## src/rtl/dict_finder_if.sv

```systemverilog
// Bus between the outer-interpreter sequencer / byte memory (master) and the
// dictionary word finder (slave): start handshake, memory read port, results.
interface dict_finder_if #(
  parameter int ASZ      = 17,
  parameter int DSZ      = 8,
  parameter int LEN_BITS = 5
) ();
  logic                  go;
  logic [ASZ-1:0]        ctx;
  logic [ASZ-1:0]        tib;
  logic [ASZ-1:0]        ma;
  logic [DSZ-1:0]        vi;
  logic                  bsy;
  logic                  done;
  logic                  hit;
  logic                  empty;
  logic [ASZ-1:0]        pfa;
  logic [7-LEN_BITS:0]   flags;
  logic [ASZ-1:0]        tend;
  logic [3:0]            st;

  modport master (
    output go, ctx, tib, vi,
    input  ma, bsy, done, hit, empty, pfa, flags, tend, st
  );

  modport slave (
    input  go, ctx, tib, vi,
    output ma, bsy, done, hit, empty, pfa, flags, tend, st
  );
endinterface

```

## src/rtl/dict_finder.sv

```systemverilog
// Dictionary word finder: skips TIB whitespace, measures the token, walks the
// linked dictionary newest-first. Optional macro DICT_FINDER_CASE_FOLD_EN.
module dict_finder #(
  parameter int         ASZ       = 17,
  parameter int         DSZ       = 8,
  parameter int         LFA_BYTES = 2,
  parameter int         LEN_BITS  = 5,
  parameter logic [7:0] DELIM     = 8'h20
) (
  input logic          clk,
  input logic          rst,
  dict_finder_if.slave bus
);
  localparam int LW     = 8 * LFA_BYTES;
  localparam int TLW    = LEN_BITS + 1;
  localparam int LCW    = (LFA_BYTES > 1) ? $clog2(LFA_BYTES) : 1;
  localparam int MAXLEN = (2 ** LEN_BITS) - 1;

  localparam logic [LW-1:0]  NULL_LINK = '1;
  localparam logic [ASZ-1:0] NULL_ADDR = ASZ'(NULL_LINK);
  localparam logic [ASZ-1:0] NAME_OFS  = ASZ'(LFA_BYTES + 1);
  localparam logic [TLW-1:0] TLEN_MAX  = TLW'(MAXLEN);

  typedef enum logic [3:0] {
    S_IDLE = 4'd0,
    S_SKIP = 4'd1,
    S_SCAN = 4'd2,
    S_LINK = 4'd3,
    S_LEN  = 4'd4,
    S_CMPN = 4'd5,
    S_CMPT = 4'd6,
    S_NEXT = 4'd7,
    S_FIN  = 4'd8
  } state_e;

  function automatic logic [7:0] fold(input logic [7:0] b);
`ifdef DICT_FINDER_CASE_FOLD_EN
    fold = (b >= 8'h61 && b <= 8'h7a) ? (b - 8'h20) : b;
`else
    fold = b;
`endif
  endfunction

  state_e                state_q, state_d;
  logic [ASZ-1:0]        ptr_q, ptr_d;
  logic [ASZ-1:0]        tstart_q, tstart_d;
  logic [TLW-1:0]        tlen_q, tlen_d;
  logic [ASZ-1:0]        entry_q, entry_d;
  logic [LW-1:0]         link_q, link_d;
  logic [LCW-1:0]        lcnt_q, lcnt_d;
  logic [LEN_BITS-1:0]   idx_q, idx_d;
  logic [7:0]            nbyte_q, nbyte_d;
  logic [7-LEN_BITS:0]   nflags_q, nflags_d;
  logic                  hit_q, hit_d;
  logic                  empty_q, empty_d;
  logic [ASZ-1:0]        pfa_q, pfa_d;
  logic [7-LEN_BITS:0]   flags_q, flags_d;
  logic [ASZ-1:0]        tend_q, tend_d;

  logic [7:0]            vb;
  logic [ASZ-1:0]        ptr_inc;
  logic [LEN_BITS-1:0]   idx_inc;

  assign vb      = bus.vi[7:0];
  assign ptr_inc = ptr_q + ASZ'(1);
  assign idx_inc = idx_q + LEN_BITS'(1);

  // Each state drives ma for the byte that the following state consumes.
  always_comb begin
    // NOTE: every signal written here gets a default first, so no path can infer a latch.
    state_d  = state_q;
    ptr_d    = ptr_q;
    tstart_d = tstart_q;
    tlen_d   = tlen_q;
    entry_d  = entry_q;
    link_d   = link_q;
    lcnt_d   = lcnt_q;
    idx_d    = idx_q;
    nbyte_d  = nbyte_q;
    nflags_d = nflags_q;
    hit_d    = hit_q;
    empty_d  = empty_q;
    pfa_d    = pfa_q;
    flags_d  = flags_q;
    tend_d   = tend_q;
    bus.ma   = '0;

    case (state_q)
      S_IDLE: begin
        if (bus.go) begin
          bus.ma  = bus.tib;
          ptr_d   = bus.tib;
          entry_d = bus.ctx;
          hit_d   = 1'b0;
          empty_d = 1'b0;
          pfa_d   = '0;
          flags_d = '0;
          tend_d  = '0;
          state_d = S_SKIP;
        end
      end

      S_SKIP: begin
        bus.ma = ptr_inc;
        if (vb == 8'h00) begin
          empty_d = 1'b1;
          state_d = S_FIN;
        end else if (vb <= DELIM) begin
          ptr_d = ptr_inc;
        end else begin
          tstart_d = ptr_q;
          tlen_d   = TLW'(1);
          ptr_d    = ptr_inc;
          state_d  = S_SCAN;
        end
      end

      S_SCAN: begin
        if (vb > DELIM) begin
          bus.ma = ptr_inc;
          ptr_d  = ptr_inc;
          // Saturate one past the maximum so an overlong token stays detectable.
          if (tlen_q <= TLEN_MAX) tlen_d = tlen_q + TLW'(1);
        end else begin
          tend_d = ptr_q;
          lcnt_d = '0;
          if (tlen_q > TLEN_MAX || entry_q == NULL_ADDR) begin
            state_d = S_FIN;
          end else begin
            bus.ma  = entry_q;
            state_d = S_LINK;
          end
        end
      end

      S_LINK: begin
        link_d[lcnt_q*8 +: 8] = vb;
        bus.ma = entry_q + ASZ'(lcnt_q) + ASZ'(1);
        if (lcnt_q == LCW'(LFA_BYTES - 1)) state_d = S_LEN;
        else                               lcnt_d  = lcnt_q + LCW'(1);
      end

      S_LEN: begin
        nflags_d = vb[7:LEN_BITS];
        if (TLW'(vb[LEN_BITS-1:0]) != tlen_q) begin
          state_d = S_NEXT;
        end else begin
          idx_d   = '0;
          bus.ma  = entry_q + NAME_OFS;
          state_d = S_CMPN;
        end
      end

      S_CMPN: begin
        nbyte_d = fold(vb);
        bus.ma  = tstart_q + ASZ'(idx_q);
        state_d = S_CMPT;
      end

      S_CMPT: begin
        if (fold(vb) != nbyte_q) begin
          state_d = S_NEXT;
        end else if ({1'b0, idx_q} == tlen_q - TLW'(1)) begin
          hit_d   = 1'b1;
          pfa_d   = entry_q + NAME_OFS + ASZ'(tlen_q);
          flags_d = nflags_q;
          state_d = S_FIN;
        end else begin
          idx_d   = idx_inc;
          bus.ma  = entry_q + NAME_OFS + ASZ'(idx_inc);
          state_d = S_CMPN;
        end
      end

      S_NEXT: begin
        if (link_q == NULL_LINK) begin
          state_d = S_FIN;
        end else begin
          entry_d = ASZ'(link_q);
          bus.ma  = ASZ'(link_q);
          lcnt_d  = '0;
          state_d = S_LINK;
        end
      end

      S_FIN:   state_d = S_IDLE;
      default: state_d = S_IDLE;
    endcase
  end

  // NOTE: state registers use non-blocking assignments so every flop samples pre-edge values.
  always_ff @(posedge clk) begin
    if (rst) begin
      state_q  <= S_IDLE;
      ptr_q    <= '0;
      tstart_q <= '0;
      tlen_q   <= '0;
      entry_q  <= '0;
      link_q   <= '0;
      lcnt_q   <= '0;
      idx_q    <= '0;
      nbyte_q  <= '0;
      nflags_q <= '0;
      hit_q    <= 1'b0;
      empty_q  <= 1'b0;
      pfa_q    <= '0;
      flags_q  <= '0;
      tend_q   <= '0;
    end else begin
      state_q  <= state_d;
      ptr_q    <= ptr_d;
      tstart_q <= tstart_d;
      tlen_q   <= tlen_d;
      entry_q  <= entry_d;
      link_q   <= link_d;
      lcnt_q   <= lcnt_d;
      idx_q    <= idx_d;
      nbyte_q  <= nbyte_d;
      nflags_q <= nflags_d;
      hit_q    <= hit_d;
      empty_q  <= empty_d;
      pfa_q    <= pfa_d;
      flags_q  <= flags_d;
      tend_q   <= tend_d;
    end
  end

  assign bus.bsy   = (state_q != S_IDLE) && (state_q != S_FIN);
  assign bus.done  = (state_q == S_FIN);
  assign bus.hit   = hit_q;
  assign bus.empty = empty_q;
  assign bus.pfa   = pfa_q;
  assign bus.flags = flags_q;
  assign bus.tend  = tend_q;
  assign bus.st    = state_q;
endmodule

```

## src/flat_wrapper.sv

```systemverilog
// flat-port wrapper written by rule: the top's interface ports become plain ports
module dict_finder_flat 
#(
  parameter int         ASZ       = 17,
  parameter int         DSZ       = 8,
  parameter int         LFA_BYTES = 2,
  parameter int         LEN_BITS  = 5,
  parameter logic [7:0] DELIM     = 8'h20
)
  (clk, rst, bus_go, bus_ctx, bus_tib, bus_vi, bus_ma, bus_bsy, bus_done, bus_hit, bus_empty, bus_pfa, bus_flags, bus_tend, bus_st);
  dict_finder_if #(.ASZ(ASZ), .DSZ(DSZ), .LEN_BITS(LEN_BITS)) bus_i ();
  input logic clk;
  input logic rst;
  input wire logic [$bits(bus_i.go)-1:0] bus_go;
  input wire logic [$bits(bus_i.ctx)-1:0] bus_ctx;
  input wire logic [$bits(bus_i.tib)-1:0] bus_tib;
  input wire logic [$bits(bus_i.vi)-1:0] bus_vi;
  output wire logic [$bits(bus_i.ma)-1:0] bus_ma;
  output wire logic [$bits(bus_i.bsy)-1:0] bus_bsy;
  output wire logic [$bits(bus_i.done)-1:0] bus_done;
  output wire logic [$bits(bus_i.hit)-1:0] bus_hit;
  output wire logic [$bits(bus_i.empty)-1:0] bus_empty;
  output wire logic [$bits(bus_i.pfa)-1:0] bus_pfa;
  output wire logic [$bits(bus_i.flags)-1:0] bus_flags;
  output wire logic [$bits(bus_i.tend)-1:0] bus_tend;
  output wire logic [$bits(bus_i.st)-1:0] bus_st;
  assign bus_i.go = bus_go;
  assign bus_i.ctx = bus_ctx;
  assign bus_i.tib = bus_tib;
  assign bus_i.vi = bus_vi;
  assign bus_ma = bus_i.ma;
  assign bus_bsy = bus_i.bsy;
  assign bus_done = bus_i.done;
  assign bus_hit = bus_i.hit;
  assign bus_empty = bus_i.empty;
  assign bus_pfa = bus_i.pfa;
  assign bus_flags = bus_i.flags;
  assign bus_tend = bus_i.tend;
  assign bus_st = bus_i.st;
  dict_finder #(.ASZ(ASZ), .DSZ(DSZ), .LFA_BYTES(LFA_BYTES), .LEN_BITS(LEN_BITS), .DELIM(DELIM)) u_core (.clk(clk), .rst(rst), .bus(bus_i));
endmodule
```

## config.mk

```make
export PLATFORM = sky130hd
export DESIGN_NAME = dict_finder_flat
export DESIGN_NICKNAME = d
export VERILOG_FILES = /design/src/rtl/dict_finder_if.sv /design/src/rtl/dict_finder.sv /design/src/flat_wrapper.sv
export SDC_FILE = /design/constraint.sdc
export NUM_CORES = 1
export LEC_CHECK = 0
export CAP_MARGIN = 20
export CORE_MARGIN = 3
export CORE_UTILIZATION = 38
export DETAILED_ROUTE_END_ITERATION = 6
export GPL_TIMING_DRIVEN = 0
export SYNTH_ARGS = -nofsm -noshare
export SYNTH_HDL_FRONTEND = slang
export SYNTH_SLANG_ARGS = --single-unit
export TNS_END_PERCENT = 1
```

## constraint.sdc

```tcl
create_clock -name clk -period 6.8 [get_ports clk]
set_input_delay 1.02 -clock clk [delete_from_list [all_inputs] [get_ports clk]]
set_output_delay 1.02 -clock clk [all_outputs]
set_load 0.03 [all_outputs]
```

==> results.sh, run 1 <==
export IMPL_antenna_left=0
export IMPL_dp_hpwl_mm=31.0
export IMPL_drive_above_1_share_pct=5.45
export IMPL_yosys_top_cells_area="dfxtp_1 29%, nand2_1 7.2%, a21oi_1 6.9%, xnor2_1 5.8%, nor2_1 3.6%"
export IMPL_fin_crit_ns=6.01
export IMPL_std_cell_rows=55
export IMPL_final_util_pct=48.1
export IMPL_crit_required_ns=5.78
export IMPL_grt_pass1_wl_mm=58.5
export IMPL_min_to="u_core.bus.tend[4]"
export IMPL_floorplan_initialDensity_pct=39.4
export IMPL_cp_end_kind="output port"
export IMPL_hold_viol=0
export IMPL_track_usage_pct=29.7
export IMPL_crit_buf_inv=3
export IMPL_placed_cells=1639
export IMPL_worst_path_largest_cell_delay_ns=0.76
export IMPL_synth_edf_count=0
export IMPL_worst_ep_arrival_time_ns=4.99
export IMPL_cts_tree="built"
export IMPL_dieArea_um2=25800
export IMPL_post_cts_resized=0
export IMPL_dr_total_vias=10200
export IMPL_r2r_end="u_core.bus.pfa[10]"
export IMPL_drv_cap=0
export IMPL_cts_buffers=17
export IMPL_wl_per_cell_um=23.6
export IMPL_yosys_warnings=0
export IMPL_worstSetupStartpointType="primary input"
export IMPL_hold_class="reg2reg"
export IMPL_dr_pass1_iters=6
export IMPL_finalClockSkew_ns=0.0106
export IMPL_outcome="completed"
export IMPL_crit_path_start="bus_vi[6]"
export IMPL_crit_chain="clkdlybuf4s50_1, or4_1, o21a_1, nor4_4, buf_2, o21ai_1, o2111ai_1, a211oi_1, o21ai_1, clkdlybuf4s50_1"
export IMPL_die_w_um=161
export IMPL_layout_cells_non_filler=1672
export IMPL_antenna_found_initial=1
export IMPL_syn_area_per_cell_um2=7.43
export IMPL_async_reset_ff_share_pct=0
export IMPL_clk_latency_ns=0.44
export IMPL_cts_max_level=4
export IMPL_setup_viol=0
export IMPL_num_antenna_cells=0
export IMPL_peakVddDrop_uv=196
export IMPL_crit_fanout=10
export IMPL_final_common_cell="nand2_1"
export IMPL_cts_setup_buffers=0
export IMPL_path_delay_family="buffers and inverters"
export IMPL_slowest_stage="clkdlybuf4s50_1"
export IMPL_reg2reg_slack_ns=3.06
export IMPL_drv_slew=0
export IMPL_drt_total_wl_mm=39.4
export IMPL_syn_area_um2=9080
export IMPL_finalCritPeriodShare_pct=88.4
export IMPL_synthCells=1222
export IMPL_seq_area_frac_synth_pct=29.3
export IMPL_coreArea_um2=23100
export IMPL_setup_tns_final_ns=0
export IMPL_die_h_um=161
export IMPL_mostFrequentLayoutCells="174 x nand2_1, 133 x dfxtp_1, 125 x a21oi_1"
export IMPL_drc=0
export IMPL_yosysTopAreaCell="dfxtp_1"
export IMPL_timing_rr_start="u_core.entry_q[0]"
export IMPL_hp_start="u_core.bus.tend[4]"
export IMPL_numClockSinks=133
export IMPL_ys_seq_elements=133
export IMPL_synthesis_nets=1294
export IMPL_grt_pass1_vias=9369
export IMPL_synth_top_area_share_pct=29.3
export IMPL_ff2ff_path_depth=13
export IMPL_tightest_slew_ns=0.971
export IMPL_io_pins=107
export IMPL_numPortBuffers=104
export IMPL_grt_overflow=0
export IMPL_worstSetupPathType="in2out"
export IMPL_clk_pin_slew_ns=0.07
export IMPL_synth_ff_type="dfxtp_1"
export IMPL_clock_path_buffers=2
export IMPL_fmax_mhz=166
export IMPL_worstHoldPathCells=2
export IMPL_place_congestion=1.04
export IMPL_rsz0062_at_grt="no"
export IMPL_cellPowerDensity_nw_per_um2=348
export IMPL_leakage_nw=3.63
export IMPL_final_nets=1418
export IMPL_area_delta_synth_final_pct=22.1
export IMPL_netlist_cell_type_count=79
export IMPL_drt_vias_per_instance=6.08
export IMPL_hold_buffers=0
export IMPL_grt_start_max_net_pins=17
export IMPL_cts_root_buffer="clkbuf_16"
export IMPL_relSlewSlack_pct=35.2
export IMPL_dr_first_iter_drc_count=1063
[area by class of cell]
type                       instances  area [um^2]
clock inverter                    15          139
fill                            2349        12000
multi-input combinational        966         5910
clock buffer                      17          425
buffer                           100          413
tap                              313          392
inverter                          23         86.3
timing repair buffer             105         1050
sequential                       133         2660
[where the power goes]
part / leakage, nW / switching [W] / internal [W] / total [W]
clock: 0.275 / 0.000430 / 0.000484 / 0.000914
combinational: 2.28 / 0.00131 / 0.000634 / 0.00195
sequential: 1.08 / 0.000110 / 0.000881 / 0.000991
total: 3.63 / 0.00185 / 0.00200 / 0.00385
[cell usage after synthesis, types with 4 or more instances]
master / instances
o2111ai_1: 5
nor3_1: 45
a22oi_1: 6
a211o_1: 5
a211oi_1: 12
o21bai_1: 5
nor3b_1: 7
clkbuf_1: 78
a311oi_1: 16
nor4_1: 7
ha_1: 24
a21oi_1: 125
mux2i_1: 11
and3_1: 8
a31oi_1: 11
nand2b_1: 15
nor2_1: 86
nand4_1: 19
o211ai_1: 16
o21ai_1: 20
o32ai_1: 12
o221ai_1: 4
and2_1: 5
a21o_1: 9
xnor2_1: 60
o21a_1: 6
nand2_1: 174
xor2_1: 25
o21ai_0: 59
nor2b_1: 13
buf_4: 4
buf_2: 18
a22o_1: 7
a32oi_1: 4
or3_1: 10
a222oi_1: 5
dfxtp_1: 133
nand3_1: 60
inv_1: 23
a221oi_1: 9
[cell families (layout without fill, tap and decap cells)]
kind of cell             after synthesis  count (layout)  share of synthesized area, %
buffers and inverters                123             260                          5.50
XOR/XNOR                              85              85                          8.20
adder cells (fa/ha/maj)               27              27                          3.97
AND/OR/NAND/NOR                      482             482                          26.2
AO/OA/AOI/OAI                        361             361                          25.6
flip-flops                           133             133                          29.3
multiplexers                          11              11                          1.21
[state kept, by name, indices dropped and copies added, names as in the netlist]
name	cells
u_core.nbyte_q	8
u_core.entry_q	17
u_core.link_q	16
u_core.bus.empty	1
u_core.bus.st	4
u_core.ptr_q	17
u_core.idx_q	5
u_core.tlen_q	6
u_core.bus.pfa	17
u_core.nflags_q	3
u_core.lcnt_q	1
u_core.tstart_q	17
u_core.bus.hit	1
u_core.bus.tend	17
u_core.bus.flags	3
[worst min-delay path: stages, from the launching register on]
cell     delay, ns
dfxtp_1       0.31
nand2_1       0.05
a21oi_1       0.05
[layer usage]
metal	part of all wire [%]	wire [um]	track usage [%]
met2	44	17400	46.3
met5	0	0	0
met3	10	3930	5.60
met1	43	16900	41.1
met4	3.1	1210	10.1
[worst max path at each step]
| stage | endpoint | cells past startpoint |
|---|---|---|
| 4_1_cts | bus_ma[14] | 10 |
| 3_5_place_dp | bus_ma[14] | 10 |
| 6_report | bus_ma[14] | 10 |
| 3_3_place_gp | bus_ma[12] | 8 |
| 2_1_floorplan | bus_ma[14] | 9 |
| 5_1_grt | bus_ma[14] | 10 |
[per-stage QoR]
step                      power, W  hold WS, ns  area [um^2]  worst slack [ns]
final                      0.00385        0.455        11100             0.787
after floorplan            0.00220        0.431         9080              2.63
after global routing       0.00402        0.476        11100             0.725
after detailed placement   0.00289        0.446        10500             0.931
after global placement     0.00289        0.444        10500             0.943
after CTS                  0.00380        0.459        11100             0.923
Note: power is estimated with default switching activity, not from simulation.
==> inputs of run 2 (changes only) <==
PLACE_DENSITY = 0.65   (was unset)
clock period = 7.8 ns   (was 6.8 ns; I/O delays follow)
==> run 2 against run 1 <==
Effect of this change:
- combinational power fell by 13%
- sequential share of layout area fell by 0.078 points
- worst setup slack improved by 0.41 ns
- final cell count did not move
- clock skew fell by 0.0012 ns
- die area did not move
- routed wire length fell by 1.4%
- first-iteration DRC count rose by 1.9%
- count of clock-buffer cells in the layout rose by 1
- critical path depth fell by 2
- clock power fell by 8.6%
- largest cell class unchanged
==> results.sh, run 2 (same netlist as run 1, synthesis figures left out) <==
export IMPL_outcome="completed"
export IMPL_hold_buffers=0
export IMPL_num_antenna_cells=0
export IMPL_wl_per_cell_um=23.3
export IMPL_post_cts_resized=0
export IMPL_total_power_w=0.00339
export IMPL_dp_hpwl_mm=30.6
export IMPL_relSlewSlack_pct=36.5
export IMPL_place_congestion=1.02
export IMPL_crit_required_ns=6.63
export IMPL_cts_setup_buffers=0
export IMPL_die_w_um=161
export IMPL_dr_first_iter_drc_count=1083
export IMPL_cp_depth=8
export IMPL_multi_input_area_um2=5910
export IMPL_die_h_um=161
export IMPL_ff2ff_path_depth=13
export IMPL_hold_class="reg2reg"
export IMPL_setup_viol=0
export IMPL_regArea_um2=2660
export IMPL_fillers=2319
export IMPL_finalCritPeriodShare_pct=84.6
export IMPL_final_common_cell="nand2_1"
export IMPL_dr_total_vias=10100
export IMPL_clk_latency_ns=0.44
export IMPL_setup_tns_final_ns=0
export IMPL_final_nets=1418
export IMPL_cts_max_level=4
export IMPL_drt_total_wl_mm=38.9
export IMPL_grt_pass1_vias=9394
export IMPL_cellPowerDensity_nw_per_um2=305
export IMPL_fmax_mhz=152
export IMPL_worstSetupStartpointType="primary input"
export IMPL_mostFrequentLayoutCells="174 x nand2_1, 133 x dfxtp_1, 125 x a21oi_1"
export IMPL_tightest_slew_ns=0.953
export IMPL_cts_root_buffer="clkbuf_16"
export IMPL_io_pins=107
export IMPL_drt_vias_per_instance=6.02
export IMPL_worstHoldPathCells=2
export IMPL_numPortBuffers=104
export IMPL_area_delta_synth_final_pct=22.5
export IMPL_peakVddDrop_uv=139
export IMPL_grt_pass1_wl_mm=58.4
export IMPL_drv_cap=0
export IMPL_std_cell_rows=55
export IMPL_slowest_stage="clkdlybuf4s50_1"
export IMPL_cts_buffers=17
export IMPL_grt_start_max_net_pins=17
export IMPL_drv_slew=0
export IMPL_crit_path_frequent_cell="o21ai_1"
export IMPL_fin_crit_ns=6.60
export IMPL_track_usage_pct=29.5
export IMPL_clock_path_buffers=2
export IMPL_dr_pass1_iters=7
export IMPL_antenna_found_initial=1
export IMPL_crit_chain="clkdlybuf4s50_1, or4_1, o21ai_1, o21ai_1, clkbuf_1, a221oi_1, o21ai_1, clkdlybuf4s50_1"
export IMPL_floorplan_initialDensity_pct=39.4
export IMPL_cp_end_kind="output port"
export IMPL_worstSetupPathType="in2out"
export IMPL_worst_ep_arrival_time_ns=5.43
export IMPL_drive_above_1_share_pct=5.45
export IMPL_antenna_left=0
export IMPL_numClockSinks=133
export IMPL_clk_pin_slew_ns=0.07
export IMPL_coreArea_um2=23100
export IMPL_cts_tree="built"
export IMPL_path_delay_family="compound AO/OA/AOI/OAI gates"
export IMPL_hold_viol=0
export IMPL_rsz0062_at_grt="no"
export IMPL_dieArea_um2=25800
export IMPL_worst_path_largest_cell_delay_ns=0.77
export IMPL_crit_fanout=10
export IMPL_drc=0
export IMPL_grt_overflow=0
export IMPL_finalClockSkew_ns=0.00940
export IMPL_leakage_nw=3.64
export IMPL_crit_buf_inv=3
[run 2: power breakdown]
group          switching (W)  internal [W]
combinational        0.00114      0.000552
clock               0.000372      0.000463
sequential         0.0000949      0.000768
[run 2: worst reg2reg max path: cells and delay by family (launching register included)]
kind / cells / cell delay [ns]
AOI/OAI and AO/OA: 5 / 1.13
adders and majority gates: 2 / 0.73
and+or+nand+nor: 2 / 0.55
xor gates and xnor gates: 1 / 0.53
DFF: 1 / 0.35
buffers and inverters: 2 / 0.34
muxes: 1 / 0.09
[run 2: routing by layer]
metal,GRT usage [%],share of wire (%)
met4,12.4,4.2
met5,0,0.028
met2,44.2,43
met3,7.33,11
met1,40.3,42
[run 2: final timing paths]
| kind | startpoint | slack, ns | endpoint |
|---|---|---|---|
| hold reg to reg | u_core.bus.tend[14] | 0.45 | u_core.bus.tend[14] |
| setup / recovery | bus_vi[6] | 1.20 | bus_ma[12] |
| hold / removal | u_core.bus.tend[14] | 0.45 | u_core.bus.tend[14] |
| setup reg to reg | u_core.entry_q[0] | 3.98 | u_core.bus.pfa[10] |
[run 2: final cells by class]
| cell class | count | share of cell area (%) |
|---|---|---|
| plain buffers | 100 | 3.71 |
| inverters | 23 | 0.777 |
| flip-flops and latches | 133 | 24.0 |
| repair buffers | 105 | 9.43 |
| well taps | 313 | 3.52 |
| clock buffers | 18 | 3.95 |
| clock inverters | 14 | 1.43 |
| multi-input cells | 966 | 53.2 |
[run 2: per-stage QoR]
step	utilization (%)	setup slack [ns]	hold WS, ns	cell area (um^2)	cells
after floorplan	-	3.33	0.431	9080	1222
after global placement	45.6	1.38	0.443	10500	1639
after detailed placement	45.6	1.38	0.444	10500	1640
after CTS	48.2	1.38	0.454	11100	1672
after global routing	48.2	1.25	0.466	11100	1672
final	48.2	1.20	0.451	11100	1672
